`config.mk`:
```
export PLATFORM = sky130hd
export DESIGN_NAME = sodor_dmem_responder
export DESIGN_NICKNAME = d
export VERILOG_FILES = /design/src/rtl/sodor_mem_pkg.sv /design/src/rtl/sodor_dmem_lane_align.sv /design/src/rtl/sodor_dmem_responder.sv
export SDC_FILE = /design/constraint.sdc
export NUM_CORES = 1
export LEC_CHECK = 0
export ABC_CLOCK_PERIOD_IN_PS = 39400
export CORE_UTILIZATION = 55
export CTS_BUF_LIST = sky130_fd_sc_hd__clkbuf_16
export DETAILED_ROUTE_END_ITERATION = 12
export PLACE_DENSITY = 0.74
export SYNTH_ARGS = -nofsm -noshare
export SYNTH_HDL_FRONTEND = slang
export SYNTH_SLANG_ARGS = --single-unit
```
`constraint.sdc`:
```
create_clock -name clock -period 39.4 [get_ports clock]
set_input_delay 7.88 -clock clock [delete_from_list [all_inputs] [get_ports clock]]
set_output_delay 7.88 -clock clock [all_outputs]
set_load 0.01 [all_outputs]
```
`src/rtl/sodor_mem_pkg.sv`:
```
// Memory-command encodings and responder FSM states, shared with the
// core-side decode.
package sodor_mem_pkg;

    localparam logic M_XRD = 1'b0;
    localparam logic M_XWR = 1'b1;

    localparam logic [2:0] MT_B  = 3'd1;
    localparam logic [2:0] MT_H  = 3'd2;
    localparam logic [2:0] MT_W  = 3'd3;
    localparam logic [2:0] MT_BU = 3'd5;
    localparam logic [2:0] MT_HU = 3'd6;

    typedef enum logic [1:0] {
        S_IDLE = 2'd0,
        S_WAIT = 2'd1,
        S_RESP = 2'd2
    } dmem_state_e;

    typedef struct packed {
        logic [31:0] addr;
        logic [31:0] data;
        logic        fcn;
        logic [2:0]  typ;
    } dmem_req_t;

endpackage

```
`src/rtl/sodor_dmem_lane_align.sv`:
```
// Byte-lane steering: store byte-enables/shift and load extract/extend,
// plus typ legality and alignment checks.
module sodor_dmem_lane_align
    import sodor_mem_pkg::*;
(
    input  logic [2:0]  typ,
    input  logic [1:0]  lane,
    input  logic [31:0] st_data,
    input  logic [31:0] rd_word,
    output logic        typ_ok,
    output logic        misaligned,
    output logic [3:0]  byte_en,
    output logic [31:0] wr_word,
    output logic [31:0] ld_data
);

    logic [4:0]  shamt;
    logic [31:0] lane_data;

    assign shamt     = {lane, 3'b000};
    assign wr_word   = st_data << shamt;
    assign lane_data = rd_word >> shamt;

    always_comb begin
        typ_ok     = 1'b1;
        misaligned = 1'b0;
        byte_en    = 4'b0000;
        ld_data    = 32'h0;
        unique case (typ)
            MT_B: begin
                byte_en = 4'b0001 << lane;
                ld_data = {{24{lane_data[7]}}, lane_data[7:0]};
            end
            MT_BU: begin
                byte_en = 4'b0001 << lane;
                ld_data = {24'h0, lane_data[7:0]};
            end
            MT_H: begin
                misaligned = lane[0];
                byte_en    = 4'b0011 << lane;
                ld_data    = {{16{lane_data[15]}}, lane_data[15:0]};
            end
            MT_HU: begin
                misaligned = lane[0];
                byte_en    = 4'b0011 << lane;
                ld_data    = {16'h0, lane_data[15:0]};
            end
            MT_W: begin
                misaligned = (lane != 2'b00);
                byte_en    = 4'b1111;
                ld_data    = rd_word;
            end
            default: typ_ok = 1'b0;
        endcase
    end

endmodule

```
`src/rtl/sodor_dmem_responder.sv`:
```
// Fixed-latency, single-outstanding data-memory responder with
// byte-lane access, range/alignment checking and last-load tracking.
module sodor_dmem_responder
    import sodor_mem_pkg::*;
#(
    parameter int DEPTH_WORDS = 16,
    parameter int LATENCY     = 2
) (
    input  logic        clock,
    input  logic        reset,
    input  logic        io_dmem_req_valid,
    output logic        io_dmem_req_ready,
    input  logic [31:0] io_dmem_req_bits_addr,
    input  logic [31:0] io_dmem_req_bits_data,
    input  logic        io_dmem_req_bits_fcn,
    input  logic [2:0]  io_dmem_req_bits_typ,
    output logic        io_dmem_resp_valid,
    input  logic        io_dmem_resp_ready,
    output logic [31:0] io_dmem_resp_bits_data,
    output logic        io_dmem_resp_bits_err,
    output logic        port_last_load_valid,
    output logic [31:0] port_last_load_addr
);

    localparam int          IW         = $clog2(DEPTH_WORDS);
    localparam logic [1:0]  CNT_LOAD   = 2'(LATENCY - 1);
    localparam logic [31:0] ADDR_LIMIT = 32'(DEPTH_WORDS * 4);

    dmem_state_e state, next_state;
    dmem_req_t   req_q;
    logic [1:0]  cnt_q;
    logic [31:0] mem [DEPTH_WORDS];

    logic [IW-1:0] idx;
    logic          typ_ok;
    logic          misaligned;
    logic [3:0]    byte_en;
    logic [31:0]   wr_word;
    logic [31:0]   ld_data;
    logic          err_c;
    logic          accept;
    logic          access;
    logic          do_write;
    logic          load_ok;

    assign idx      = req_q.addr[IW+1:2];
    assign accept   = (state == S_IDLE) && io_dmem_req_valid;
    assign access   = (state == S_WAIT) && (cnt_q == 2'd0);
    assign err_c    = (req_q.addr >= ADDR_LIMIT) | misaligned | ~typ_ok;
    assign do_write = access && (req_q.fcn == M_XWR) && !err_c;
    assign load_ok  = access && (req_q.fcn == M_XRD) && !err_c;

    sodor_dmem_lane_align u_align (
        .typ        (req_q.typ),
        .lane       (req_q.addr[1:0]),
        .st_data    (req_q.data),
        .rd_word    (mem[idx]),
        .typ_ok     (typ_ok),
        .misaligned (misaligned),
        .byte_en    (byte_en),
        .wr_word    (wr_word),
        .ld_data    (ld_data)
    );

    always_ff @(posedge clock or posedge reset) begin
        if (reset) state <= S_IDLE;
        else       state <= next_state;
    end

    always_comb begin
        next_state = state;
        unique case (state)
            S_IDLE:  if (io_dmem_req_valid) next_state = S_WAIT;
            S_WAIT:  if (cnt_q == 2'd0) next_state = S_RESP;
            S_RESP:  if (io_dmem_resp_ready) next_state = S_IDLE;
            default: next_state = S_IDLE;
        endcase
    end

    always_comb begin
        io_dmem_req_ready  = (state == S_IDLE);
        io_dmem_resp_valid = (state == S_RESP);
    end

    always_ff @(posedge clock or posedge reset) begin
        if (reset) begin
            req_q                  <= '0;
            cnt_q                  <= 2'd0;
            io_dmem_resp_bits_data <= 32'h0;
            io_dmem_resp_bits_err  <= 1'b0;
            port_last_load_valid   <= 1'b0;
            port_last_load_addr    <= 32'h0;
        end else begin
            if (accept) begin
                req_q.addr <= io_dmem_req_bits_addr;
                req_q.data <= io_dmem_req_bits_data;
                req_q.fcn  <= io_dmem_req_bits_fcn;
                req_q.typ  <= io_dmem_req_bits_typ;
                cnt_q      <= CNT_LOAD;
            end else if (state == S_WAIT && cnt_q != 2'd0) begin
                cnt_q <= cnt_q - 2'd1;
            end
            if (access) begin
                io_dmem_resp_bits_err  <= err_c;
                io_dmem_resp_bits_data <= load_ok ? ld_data : 32'h0;
            end
            if (load_ok) begin
                port_last_load_valid <= 1'b1;
                port_last_load_addr  <= req_q.addr;
            end
        end
    end

    // Memory clears on reset so an abandoned store can never leave residue.
    always_ff @(posedge clock or posedge reset) begin
        if (reset) begin
            for (int i = 0; i < DEPTH_WORDS; i++) mem[i] <= 32'h0;
        end else if (do_write) begin
            for (int b = 0; b < 4; b++) begin
                if (byte_en[b]) mem[idx][8*b +: 8] <= wr_word[8*b +: 8];
            end
        end
    end

endmodule

```
=== After elaboration in Yosys (flattened, before gate mapping) ===
Cells that the tools add are included.

* Output and inout bits: 68
* Bits in registers: 650
* Bits of input ports: 72

* Mux-type cells: 33
* Magnitude comparators: 3
* $add $sub $neg: 1
* Reductions and logical operators: 18
* Bitwise logic cells: 5
* Equal/unequal tests: 10
* Shift operators: 4

{| class="wikitable"
|+ Operators with widths
! kind !! number
|-
| 512-bit two-way mux || 7
|-
| 512-bit bitwise mux || 4
|-
| 32-bit demux with 4-bit select || 4
|-
| 32-bit one-hot mux with 5 select lines || 1
|-
| 32-bit binary-select mux with 4-bit select || 1
|-
| 32-bit two-way mux || 4
|-
| 32-bit by 7-bit >= comparator with 1-bit output, second input constant || 1
|-
| 32-bit by 5-bit left shift with 32-bit output || 1
|-
| 32-bit by 5-bit right shift with 16-bit output || 1
|-
| 24-bit two-way mux || 1
|-
| 16-bit two-way mux || 1
|-
| 4-bit one-hot mux with 3 select lines || 1
|-
| 2-bit two-way mux || 5
|-
| 1-bit logical AND || 8
|-
| 8-bit two-way mux || 1
|-
| 3-bit by 2-bit equality test with 1-bit output, second input constant || 2
|-
| 3-bit equality test, second input constant || 2
|-
| 2-bit one-hot mux with 3 select lines || 1
|-
| 2-bit nonzero test || 3
|-
| 5-bit >= comparator, second input constant || 1
|-
| 5-bit by 1-bit < comparator with 1-bit output, second input constant || 1
|-
| 4-bit inverter with 5-bit output || 1
|-
| 5-bit OR reduction || 1
|-
| 2-bit logical NOT || 2
|-
| other kinds (15) || 19
|}

=== Depth between registers and ports, before layout ===
* Depth in word-level cells: 16
* Mapped depth: 12
* Mapped depth without buffers: 9

=== Hierarchy ===
A second synthesis with hierarchy kept.

* Cells, all modules: 1927
* Area total of the unflattened synthesis: 31069.8 sq um

{| class="wikitable"
|+ By module, submodules not included
! module !! area an instance (sq um) !! cells each !! instances !! sequential area each (sq um)
|-
| sodor_dmem_responder || 29563.4 || 1692 || 1 || 16265.6
|-
| sodor_dmem_lane_align || 1506.4 || 235 || 1 || 0.0
|}

=== Worst setup path after synthesis ===
OpenSTA, ideal clock, no wires.

* Path kind: input to register
* Start point: in io_dmem_req_valid
* End point: reg req_q (netlist bit idx[0])
* Slack: 30363 ps
* Required time: 39275 ps
* Path buffers: 2
* Stages: 4
* Arrival time: 8912 ps
* Cells stage by stage: and2_1 -> clkbuf_1 -> clkbuf_1 -> mux2_2

* Longest elaborated chain between the ends: 1

{| class="wikitable"
|+ Ends and longest elaborated chain
! what !! RTL line !! source
|-
| start: declaration || sodor_dmem_responder.sv:11 || <nowiki>input logic io_dmem_req_valid,</nowiki>
|-
| 1-bit logical AND || sodor_dmem_responder.sv:47 || <nowiki>assign accept = (state == S_IDLE) && io_dmem_req_valid;</nowiki>
|-
| end: declaration || sodor_dmem_responder.sv:30 || <nowiki>dmem_req_t req_q;</nowiki>
|}

No other way between the ends.
A chain may end at the register's enable or synchronous reset.

==> results.toml <==
[worst_setup_path]
critical_path.max_fanout = 129
crit_chain = "clkdlybuf4s50_1 -> inv_8 -> buf_4 -> buf_4"
critPathCaptureType = "asynchronous set/reset pin"
worst_r2r_startpoint = "idx[0]"
critPathMostFrequentCell = "buf_4"
ff2ff_setup_slack_ps = 35080
cp-start-kind = "input pin"
r2r-end = "io_dmem_resp_bits_data[15]"
crit_slowest_cell = "buf_4"
r2r_cells = 8
worstSetupPathType = "in -> async"
cp.required_ps = 39930
arrival_ps = 10790
slowest_delay_ps = 880

[clock_tree]
postCtsSetupBuffers = 0
cts_tree = "built"
holdBufCountCts = 0
clockBufferDepth = 3
root_buffer = "clkbuf_16"
clock-sinks = 650
numCtsBuffers = 68
cts-resized-gates = 0
h-tree-depth = 3
clk_pin_slew_ps = 60
insertion_delay_ps = 610

[place]
place_congestion = 0.892
pre_cts_ws_ps = 28360
hpwl_mm = 49.6
io_buffers = 139

[pwr]
power_density_mw_per_mm2 = 60.9
leakage_nw = 14.0
ir_drop_mv = 0.0541

[hold_path]
hold_path_class = "reg -> reg"
min_delay_path_depth = 2
min_from = "port_last_load_addr[0]"
holdPathEnd = "port_last_load_addr[0]"

[layout]
area_delta_synth_final_pct = 13.0
fin_util_pct = 63.0
drive_gt1_share_pct = 12.0
n_antenna_cell = 0
finalNetCount = 2745

[global_route]
grt_pass1_vias = 21000
grt_pass1_wl_mm = 119
met1_usage_pct = 39.4
use_met2_pct = 46.4
antenna_found_initial = 0
globalRouteOverflowTotal = 0
busiest_layer = "met2"
grt_use_met3_pct = 5.41
grt_use_total_pct = 29.1
grt_max_degree = 130

[synth]
yosys_warnings = 0
synth.distinct_cells = 55
synth_seq_cells = 650
synth-seq-area-share_pct = 56.9
async_reset_ff_share_pct = 100
synth_area_per_cell_um2 = 10.9
synth_top_area_share_pct = 56.9
synth_area_leaders = "dfrtp_1, mux4_2, nand2_1, o21ai_0, o21ai_1"
synth_top_area_cell = "dfrtp_1"
synth_ff_type = "dfrtp_1"
syn-cell-area_mm2 = 0.0286
synth_cells = 2621
synth_nets = 2694
synth_edf_count = 0

[drt]
final_antenna_net_count = 0
wire_per_inst_um = 22.0
routed_wl_mm = 74.8
vias = 20700
drtIter0Drc = 1883
first_pass_iters = 8
drc = 0
post_drt_via_cell_ratio = 6.08

[sta]
drv_slew = 0
timing.fmax_ghz = 0.0974
finalCriticalPeriod_ps = 10260
slew_headroom_pct = 12.3
setup_slack_ps = 29140
finalHoldViolCount = 0
rsz0062_at_grt = "no"
clock_skew_ps = 28.3
tightest_slew_ps = 1310
setup_viol = 0
finalCritPeriodShare_pct = 26.0
tns_ps = 0

[die]
die_x_um = 230
die_h_um = 230
rows = 83
core_area_mm2 = 0.0513
ios = 140
initial_core_util_pct = 55.7
die-area_mm2 = 0.0529

[status]
outcome = "completed"

[run]
maxCapViolCount = 0
==> sequential cells by signal (all words and copies together), names as in the netlist <==
| name | flops |
|---|---|
| cnt_q | 2 |
| idx | 4 |
| io_dmem_resp_bits_data | 32 |
| io_dmem_resp_bits_err | 1 |
| mem | 512 |
| port_last_load_addr | 32 |
| port_last_load_valid | 1 |
| req_q | 64 |
| state | 2 |
==> synth_stat cells, types with 5 or more instances <==
master	instances
buf_2	24
nor2_1	40
buf_1	11
nand2_1	624
a22o_1	12
nor2b_1	11
o211ai_1	22
inv_1	14
o22a_1	5
o211ai_2	6
a221oi_1	20
o21ai_0	290
or2_2	9
nor3_1	9
mux2_2	73
a32oi_1	5
and2_1	30
or3_1	5
clkbuf_1	140
dfrtp_1	650
a22oi_1	32
a21oi_1	29
o21ai_1	237
o21a_1	11
mux2i_1	89
nor4_1	15
buf_4	16
nand2b_1	45
mux4_2	108
==> final cells by class <==
cell class	instances	area (µm²)
clock buffers	71	1780
clock inverters	47	248
fillers	3983	19000
inverters	14	60.1
multi-input cells	1762	11400
flip-flops and latches	650	16300
well taps	680	851
repair buffers	176	1670
==> layout by cell type (no fill, tap or decap), types with 39 or more instances in the layout <==
| cell type | n |
|---|---|
| clkbuf_16 | 71 |
| clkdlybuf4s50_1 | 139 |
| dfrtp_1 | 647 |
| mux2_2 | 73 |
| mux2i_1 | 89 |
| mux4_2 | 108 |
| nand2_1 | 624 |
| nand2b_1 | 45 |
| nor2_1 | 39 |
| o21ai_0 | 290 |
| o21ai_1 | 237 |
==> routing by layer <==
metal	vias up	wire [µm]
li1	9317	-
met1	10400	30700
met2	822	35400
met3	164	5980
met4	0	2650
met5	-	0
==> how the worst max path moves through the flow <==
stage | from | endpoint | slack [ps] | depth (start not counted)
after global placement | reset | idx[1] | 28460 | 4
after CTS | reset | idx[1] | 28990 | 4
after global routing | reset | idx[1] | 28540 | 4
after floorplan | reset | cnt_q[0] | 13310 | 1
final | reset | idx[1] | 29140 | 4
after detailed placement | reset | idx[1] | 28360 | 4
==> power by group <==
group | switching [mW] | internal (mW) | total (mW)
logic | 0.400 | 0.196 | 0.596
registers | 0.0721 | 0.706 | 0.778
clock network | 0.255 | 0.336 | 0.592
==> metrics by stage <==
| step | instances | total power, mW | cell area (µm²) | hold slack, ps |
|---|---|---|---|---|
| 2_1_floorplan | 2621 | 1.16 | 28600 | 442 |
| 3_3_place_gp | 3282 | 1.36 | 30300 | 454 |
| 3_5_place_dp | 3282 | 1.37 | 30300 | 465 |
| 4_1_cts | 3400 | 1.96 | 32300 | 478 |
| 5_1_grt | 3400 | 2.04 | 32300 | 496 |
| 6_report | 3400 | 1.97 | 32300 | 473 |
==> worst max-delay path: cells and delay by family <==
family,cells,cell delay [ps]
buffers and inverters,4,2830
==> kinds of logic (layout without fill, tap and decap cells) <==
kind of cell / count (synthesis) / count (layout) / synth area share, %
mux: 271 / 271 / 14.5
compound gates: 687 / 687 / 13.6
buf+inv: 209 / 308 / 3.16
simple gates: 803 / 803 / 11.8
fa+ha+maj: 1 / 1 / 0.0438
flops: 650 / 650 / 56.9
Note: power is estimated with default switching activity, not from simulation.
